--- config.mk ---
export PLATFORM = sky130hd
export DESIGN_NAME = busy_monitor_mc
export DESIGN_NICKNAME = d
export VERILOG_FILES = /design/src/rtl/busy_monitor_mc.sv
export SDC_FILE = /design/constraint.sdc
export NUM_CORES = 1
export LEC_CHECK = 0
export BUFFER_PORTS_ARGS = -buffer_cell sky130_fd_sc_hd__buf_2
export CAP_MARGIN = 0
export CORE_ASPECT_RATIO = 1.75
export CORE_MARGIN = 3
export CORE_UTILIZATION = 60
export CTS_BUF_LIST = sky130_fd_sc_hd__clkbuf_4 sky130_fd_sc_hd__clkbuf_8
export DETAILED_ROUTE_END_ITERATION = 8
export PLACE_DENSITY = 0.78
export SLEW_MARGIN = 20
export SYNTH_ARGS = -nofsm -noshare
export SYNTH_HDL_FRONTEND = slang
export SYNTH_SLANG_ARGS = --single-unit
--- constraint.sdc ---
create_clock -name clk -period 3.03 [get_ports clk]
set_input_delay 0.606 -clock clk [delete_from_list [all_inputs] [get_ports clk]]
set_output_delay 0.606 -clock clk [all_outputs]
set_load 0.01 [all_outputs]
--- src/rtl/busy_monitor_mc.sv ---
// Per-channel busy tracker: start raises busy; busy drops HOLD_CYC cycles after the last stop/activity, or on watchdog expiry.
// Latency: busy, busy_any, done and tmo_flag all update on the edge that samples the causing pulse. There is no backpressure.
module busy_monitor_mc #(
    parameter int NCH      = 4,
    parameter int HOLD_W   = 8,
    parameter int HOLD_CYC = 255,
    parameter int TMO_W    = 16,
    parameter int TMO_CYC  = 65535
) (
    input  logic           clk,
    input  logic           reset_n,
    input  logic [NCH-1:0] enable,
    input  logic [NCH-1:0] start,
    input  logic [NCH-1:0] stop,
    input  logic [NCH-1:0] activity,
    input  logic [NCH-1:0] clear_tmo,
    output logic [NCH-1:0] busy,
    output logic           busy_any,
    output logic [NCH-1:0] done,
    output logic [NCH-1:0] tmo_flag
);

    typedef enum logic [1:0] {IDLE = 2'd0, ACTIVE = 2'd1, HOLD = 2'd2} state_t;

    localparam logic [HOLD_W-1:0] HOLD_LAST = HOLD_W'(HOLD_CYC);
    localparam logic [TMO_W-1:0]  TMO_LAST  = TMO_W'((TMO_CYC == 0) ? 0 : TMO_CYC - 1);
    localparam bit                TMO_ON    = (TMO_CYC != 0);

    logic [NCH-1:0] busy_nxt;

    for (genvar g = 0; g < NCH; g++) begin : g_ch
        state_t            state;
        logic [HOLD_W-1:0] hold_cnt;
        logic [TMO_W-1:0]  tmo_cnt;
        logic [TMO_W-1:0]  tmo_inc;
        logic              done_q;
        logic              flag_q;
        logic              retrig;
        logic              wd_fire;
        logic              hold_exp;

        assign retrig   = stop[g] | activity[g];
        assign tmo_inc  = (tmo_cnt == '1) ? tmo_cnt : tmo_cnt + TMO_W'(1);
        assign wd_fire  = TMO_ON && (state != IDLE) && (tmo_cnt == TMO_LAST);
        // A retrigger or a restart on the expiry edge keeps the channel alive.
        assign hold_exp = (state == HOLD) && !start[g] && !retrig && (hold_cnt == HOLD_LAST);

        // busy_any is registered from the next-state view so it rises and falls with busy.
        assign busy_nxt[g] = enable[g] && !wd_fire && !hold_exp && ((state != IDLE) || start[g]);

        always_ff @(posedge clk or negedge reset_n) begin
            if (!reset_n) begin
                state    <= IDLE;
                hold_cnt <= '0;
                tmo_cnt  <= '0;
                done_q   <= 1'b0;
                flag_q   <= 1'b0;
            end else begin
                done_q <= 1'b0;
                if (wd_fire && enable[g]) begin
                    flag_q <= 1'b1;
                end else if (clear_tmo[g]) begin
                    flag_q <= 1'b0;
                end

                if (!enable[g] || wd_fire) begin
                    state    <= IDLE;
                    hold_cnt <= '0;
                    tmo_cnt  <= '0;
                end else begin
                    case (state)
                        IDLE: begin
                            if (start[g]) begin
                                state   <= ACTIVE;
                                tmo_cnt <= '0;
                            end
                        end
                        ACTIVE: begin
                            tmo_cnt <= start[g] ? '0 : tmo_inc;
                            if (retrig) begin
                                state    <= HOLD;
                                hold_cnt <= HOLD_W'(1);
                            end
                        end
                        HOLD: begin
                            tmo_cnt <= start[g] ? '0 : tmo_inc;
                            if (start[g]) begin
                                state    <= ACTIVE;
                                hold_cnt <= '0;
                            end else if (retrig) begin
                                hold_cnt <= HOLD_W'(1);
                            end else if (hold_exp) begin
                                state    <= IDLE;
                                hold_cnt <= '0;
                                tmo_cnt  <= '0;
                                done_q   <= 1'b1;
                            end else begin
                                hold_cnt <= hold_cnt + HOLD_W'(1);
                            end
                        end
                        default: state <= IDLE;
                    endcase
                end
            end
        end

        assign busy[g]     = (state != IDLE);
        assign done[g]     = done_q;
        assign tmo_flag[g] = flag_q;
    end

    always_ff @(posedge clk or negedge reset_n) begin
        if (!reset_n) begin
            busy_any <= 1'b0;
        end else begin
            busy_any <= |busy_nxt;
        end
    end

endmodule
=== Word level (Yosys, flattened, before mapping) ===
Cells that the tools add are included.

* Register bits: 113
* Input bits: 22
* Word-level logic and storage cells: 274

* Add/sub/neg operators: 8
* Equality and inequality tests: 36
* Multiplexer cells: 112
* Bitwise operators: 4
* Reductions and logical operators: 93

{| class="wikitable"
|+ Operator list
! operator !! number
|-
| $mux W16 || 28
|-
| $pmux W16 S3 || 4
|-
| $mux W8 || 20
|-
| $eq A16 B16 Y1 const B || 8
|-
| $add A16 B1 Y16 const B || 4
|-
| $pmux W8 S2 || 4
|-
| $mux W2 || 24
|-
| $add A8 B1 Y8 const B || 4
|-
| $eq A8 B8 Y1 const B || 4
|-
| $logic_and A1 B1 Y1 || 32
|-
| $ne A4 B3 Y1 const B || 8
|-
| $mux W1 || 28
|-
| $ne A3 B3 Y1 const B || 8
|-
| $pmux W2 S3 || 4
|-
| $logic_not A1 Y1 || 20
|-
| $reduce_and A2 Y1 || 8
|-
| $reduce_and A4 Y1 || 4
|-
| $reduce_bool A2 Y1 || 8
|-
| $reduce_bool A4 Y1 || 4
|-
| $reduce_bool A3 Y1 || 4
|-
| $eq A2 B1 Y1 const B || 4
|-
| $eq A2 B2 Y1 const B || 4
|-
| $logic_not A2 Y1 || 4
|-
| $logic_or A1 B1 Y1 || 8
|-
| other kinds (2) || 5
|}

=== Longest topological paths before layout ===
* Depth after elaboration: 9
* Depth in mapped cells: 10
* Gate-level depth less buffers: 8

=== Least setup slack after synthesis ===
OpenSTA, ideal clock, no wires.

* Path kind: register to register
* Start point: reg g_ch[2].state[0]
* End point: reg g_ch[2].state[0]
* Library setup time: 0.131 ns
* Data arrival time: 2.417 ns
* Path slack: 0.483 ns
* Cell stages (with the launch flop): 10
* Clock period less this slack: 2.547 ns
* Cell sequence: dfrtp_1 > inv_1 > ha_1 > or4b_1 > or4_1 > buf_2 > a21oi_2 > a2bb2oi_2 > mux2i_1 > nor2_2

* Longest elaborated chain between the ends: 6

{| class="wikitable"
|+ RTL lines
! element !! line !! text
|-
| start, declared || 32 || <nowiki>state_t state;</nowiki>
|-
| start signal, assigned || 53 || <nowiki>state <= IDLE;</nowiki>
|-
| start signal, assigned || 67 || <nowiki>state <= IDLE;</nowiki>
|-
| start signal, assigned || 74 || <nowiki>state <= ACTIVE;</nowiki>
|-
| $eq A2 B2 Y1 || 46, 71 ||
|-
| $logic_and A1 B1 Y1 (3 in series) || 46 || <nowiki>assign hold_exp = (state == HOLD) && !start[g] && !retrig && (hold_cnt == HOLD_LAST);</nowiki>
|-
| $ne A4 B3 Y1 (no line) || - ||
|-
| $reduce_and A4 Y1 (no line) || - ||
|}

Parallel ways exist; a longest one is shown, timed or not.
A chain may end at the register's enable or synchronous reset.

=== Worst setup path after layout ===
* Start point: reg g_ch[2].state[0]
* End point: reg g_ch[2].state[1]

The elaborated chain is that of the path after synthesis.

==> metrics.cfg <==
[status]
status=finished, final reports clean

[clock_network]
cts_resized=0
clkTransAtPathRegs_ns=0.07
cts_setup_buffers=0
cts_buffers=17
clk_latency_ns=0.44
cts-root-buf=clkbuf_8
cts_tree=done
clk_path_buf_depth=2
cts_max_level=4
ctsHoldBuffers=0
cts.sinks=113

[job]
maxCapViolations=0

[logic_synthesis]
syn-num-nets=838
synth_largest_area_cell=dfrtp_1
synthTopCellsByCount=dfrtp_1 (113), nor2_1 (100), nand2_1 (63)
synth_area_sq_mm=0.00686
yosysWarnings=0
synthArstFlopShare_pct=100
synthTopCellsByArea=dfrtp_1 (41%), ha_1 (5.8%), nor2_1 (5.5%)
avgSynthCellArea_sq_um=8.76
yosysMostFrequentCell=dfrtp_1
ys.flop_type=dfrtp_1
synthCells=784
synth_seq_cells=113
yosysSeqAreaShare_pct=41.2
ys_types=71
netlist.area_leader.share_pct=41.2
synth_edf_count=0

[detailed_routing]
vias=6016
dr_wl_met3_um=541
wl_met1_um=5880
wl_per_cell_um=16.0
routed_wl_um=15500
drt_iter0_drc=258
top_layer_used=met4
postRouteAntennaNets=0
met2_length_um=8680
drc=0
vias_per_cell=6.21
drt_pass1_iterations=5

[setup_path]
critPathLaunchType=flop
rrSetupSlack_ns=0.21
critPathMaxFanout=8
crit_path_end_kind=flop
cp.required_ns=3.35
path_class=reg2reg
cp.arrival_ns=3.14

[min_path]
hold_class=in2async

[floorplanning]
core_sq_mm=0.0112
die_h_um=147
start_util_pct=61.5
ios=35
rows=51
die_w_um=86.9
die_area_sq_mm=0.0128

[place]
place.port_buffers=34
dpl-instance-area_sq_mm=0.00716
place_congestion=0.873
place_hpwl_um=11200

[grt]
grt_pass1_vias=6052
grt_pass1_wl_um=26600
grtUsageTotal_pct=25.7
grt.overflow.total=0
grt_max_degree=114
antenna_found_initial=0

[timing]
rsz0062_at_grt=no
setup_violations=0
relSlewSlack_pct=34.5
tns_ns=0
max_freq_mhz=355
finClkSkew_ns=0.0139
maxSlewViolCount=0
period_needed_ns=2.82
worst_slew_pin_slew_ns=0.982
hold_violations=0
period_share_pct=93.1

[finish]
nets=879
postLayoutCoreUtil_pct=67.8
synthToLayoutAreaGrowth_pct=10.4
antennaDiodeCount=0
finalInstanceArea_sq_mm=0.00757
drive_gt1_share_pct=11.7

[power]
powerDensity_mw_per_mm2=608
peakVddDrop_mv=0.471
power.leakage_nw=3.22

[worst max-delay path, cell delays in order, from the launching register on]
cell	delay, ns
dfrtp_1	0.43
inv_1	0.11
ha_1	0.30
or4b_1	0.51
or4_1	0.64
a21oi_2	0.22
a2bb2oi_2	0.20
mux2i_1	0.25
nor2_2	0.04
[logic make-up after synthesis]
logic type	share of synthesized area (%)
AND/OR/NAND/NOR	27.5
AO/OA/AOI/OAI	15.3
flip-flops	41.2
buffers and inverters	3.94
XOR/XNOR	5.74
adder cells (fa/ha/maj)	5.83
multiplexers	0.437
[path summary, 6_finish.rpt]
path	from	to	cells past startpoint
setup / recovery	g_ch[2].state[0]$_DFFE_PN0P_	g_ch[2].state[1]$_DFFE_PN0P_	8
hold / removal	reset_n	g_ch[0].tmo_cnt[7]$_DFFE_PN0P_	2
max in group asynchronous	reset_n	g_ch[2].state[1]$_DFFE_PN0P_	2
setup reg to reg	g_ch[2].state[0]$_DFFE_PN0P_	g_ch[2].state[1]$_DFFE_PN0P_	8
hold reg to reg	g_ch[1].tmo_cnt[7]$_DFFE_PN0P_	g_ch[1].tmo_cnt[7]$_DFFE_PN0P_	1
min in group clk	clear_tmo[1]	g_ch[1].flag_q$_DFFE_PN0P_	2
[where the power goes]
| group | leakage [nW] | internal (mW) | switching [mW] | total, mW |
|---|---|---|---|---|
| Combinational | 1.45 | 0.495 | 0.923 | 1.42 |
| Sequential | 1.56 | 1.61 | 0.123 | 1.73 |
| Clock | 0.215 | 0.868 | 0.590 | 1.46 |
[layout by cell type, fill, tap and decap left out, types with 5 or more instances in the layout]
master and instances:
nand2_1 63, a21o_1 5, buf_2 33, nand3_1 42
nor2_1 100, nand3b_1 5, o21ai_0 50, nand2b_1 6
a211oi_1 5, ha_1 32, nor3_1 28, o211ai_1 5
a21oi_1 43, buf_4 10, or3_1 7, o21ai_1 5
and4_1 8, o31ai_1 7, or2_2 8, xor2_1 17
nor2b_1 9, clkbuf_8 23, nor3b_1 10, xnor2_1 28
nor4_1 11, dfrtp_1 113, and3_1 17, a31oi_1 8
nand4_1 24, inv_1 38
[through the flow]
stage | cells | worst slack [ns] | power, mW | hold WS (ns)
3_5_place_dp | 938 | 0.175 | 3.16 | 0.477
5_1_grt | 968 | 0.0339 | 4.88 | 0.296
4_1_cts | 968 | 0.163 | 4.62 | 0.269
2_1_floorplan | 784 | 0.483 | 2.73 | 0.310
6_report | 968 | 0.210 | 4.61 | 0.239
3_3_place_gp | 938 | 0.309 | 3.09 | 0.463
[layout make-up]
type                       count  area [sq um]
sequential                   113          2830
fill                         895          3590
timing repair buffer          44           260
clock buffer                  25           332
multi-input combinational    611          3770
inverter                      38           143
tap                          132           165
clock inverter                 5          75.1
[state kept, by name, indices dropped and copies added, names as in the netlist]
register       flops
g_ch.tmo_cnt      64
g_ch.hold_cnt     32
g_ch.flag_q        4
g_ch.done_q        4
g_ch.state         8
busy_any           1
[per-layer routing]
layer	global-route usage, %	vias up
li1	-	2889
met3	4.13	41
met1	27.1	2917
met2	47.3	169
met5	0	-
met4	13.3	0
No activity file was read; power rests on OpenSTA's default activity.
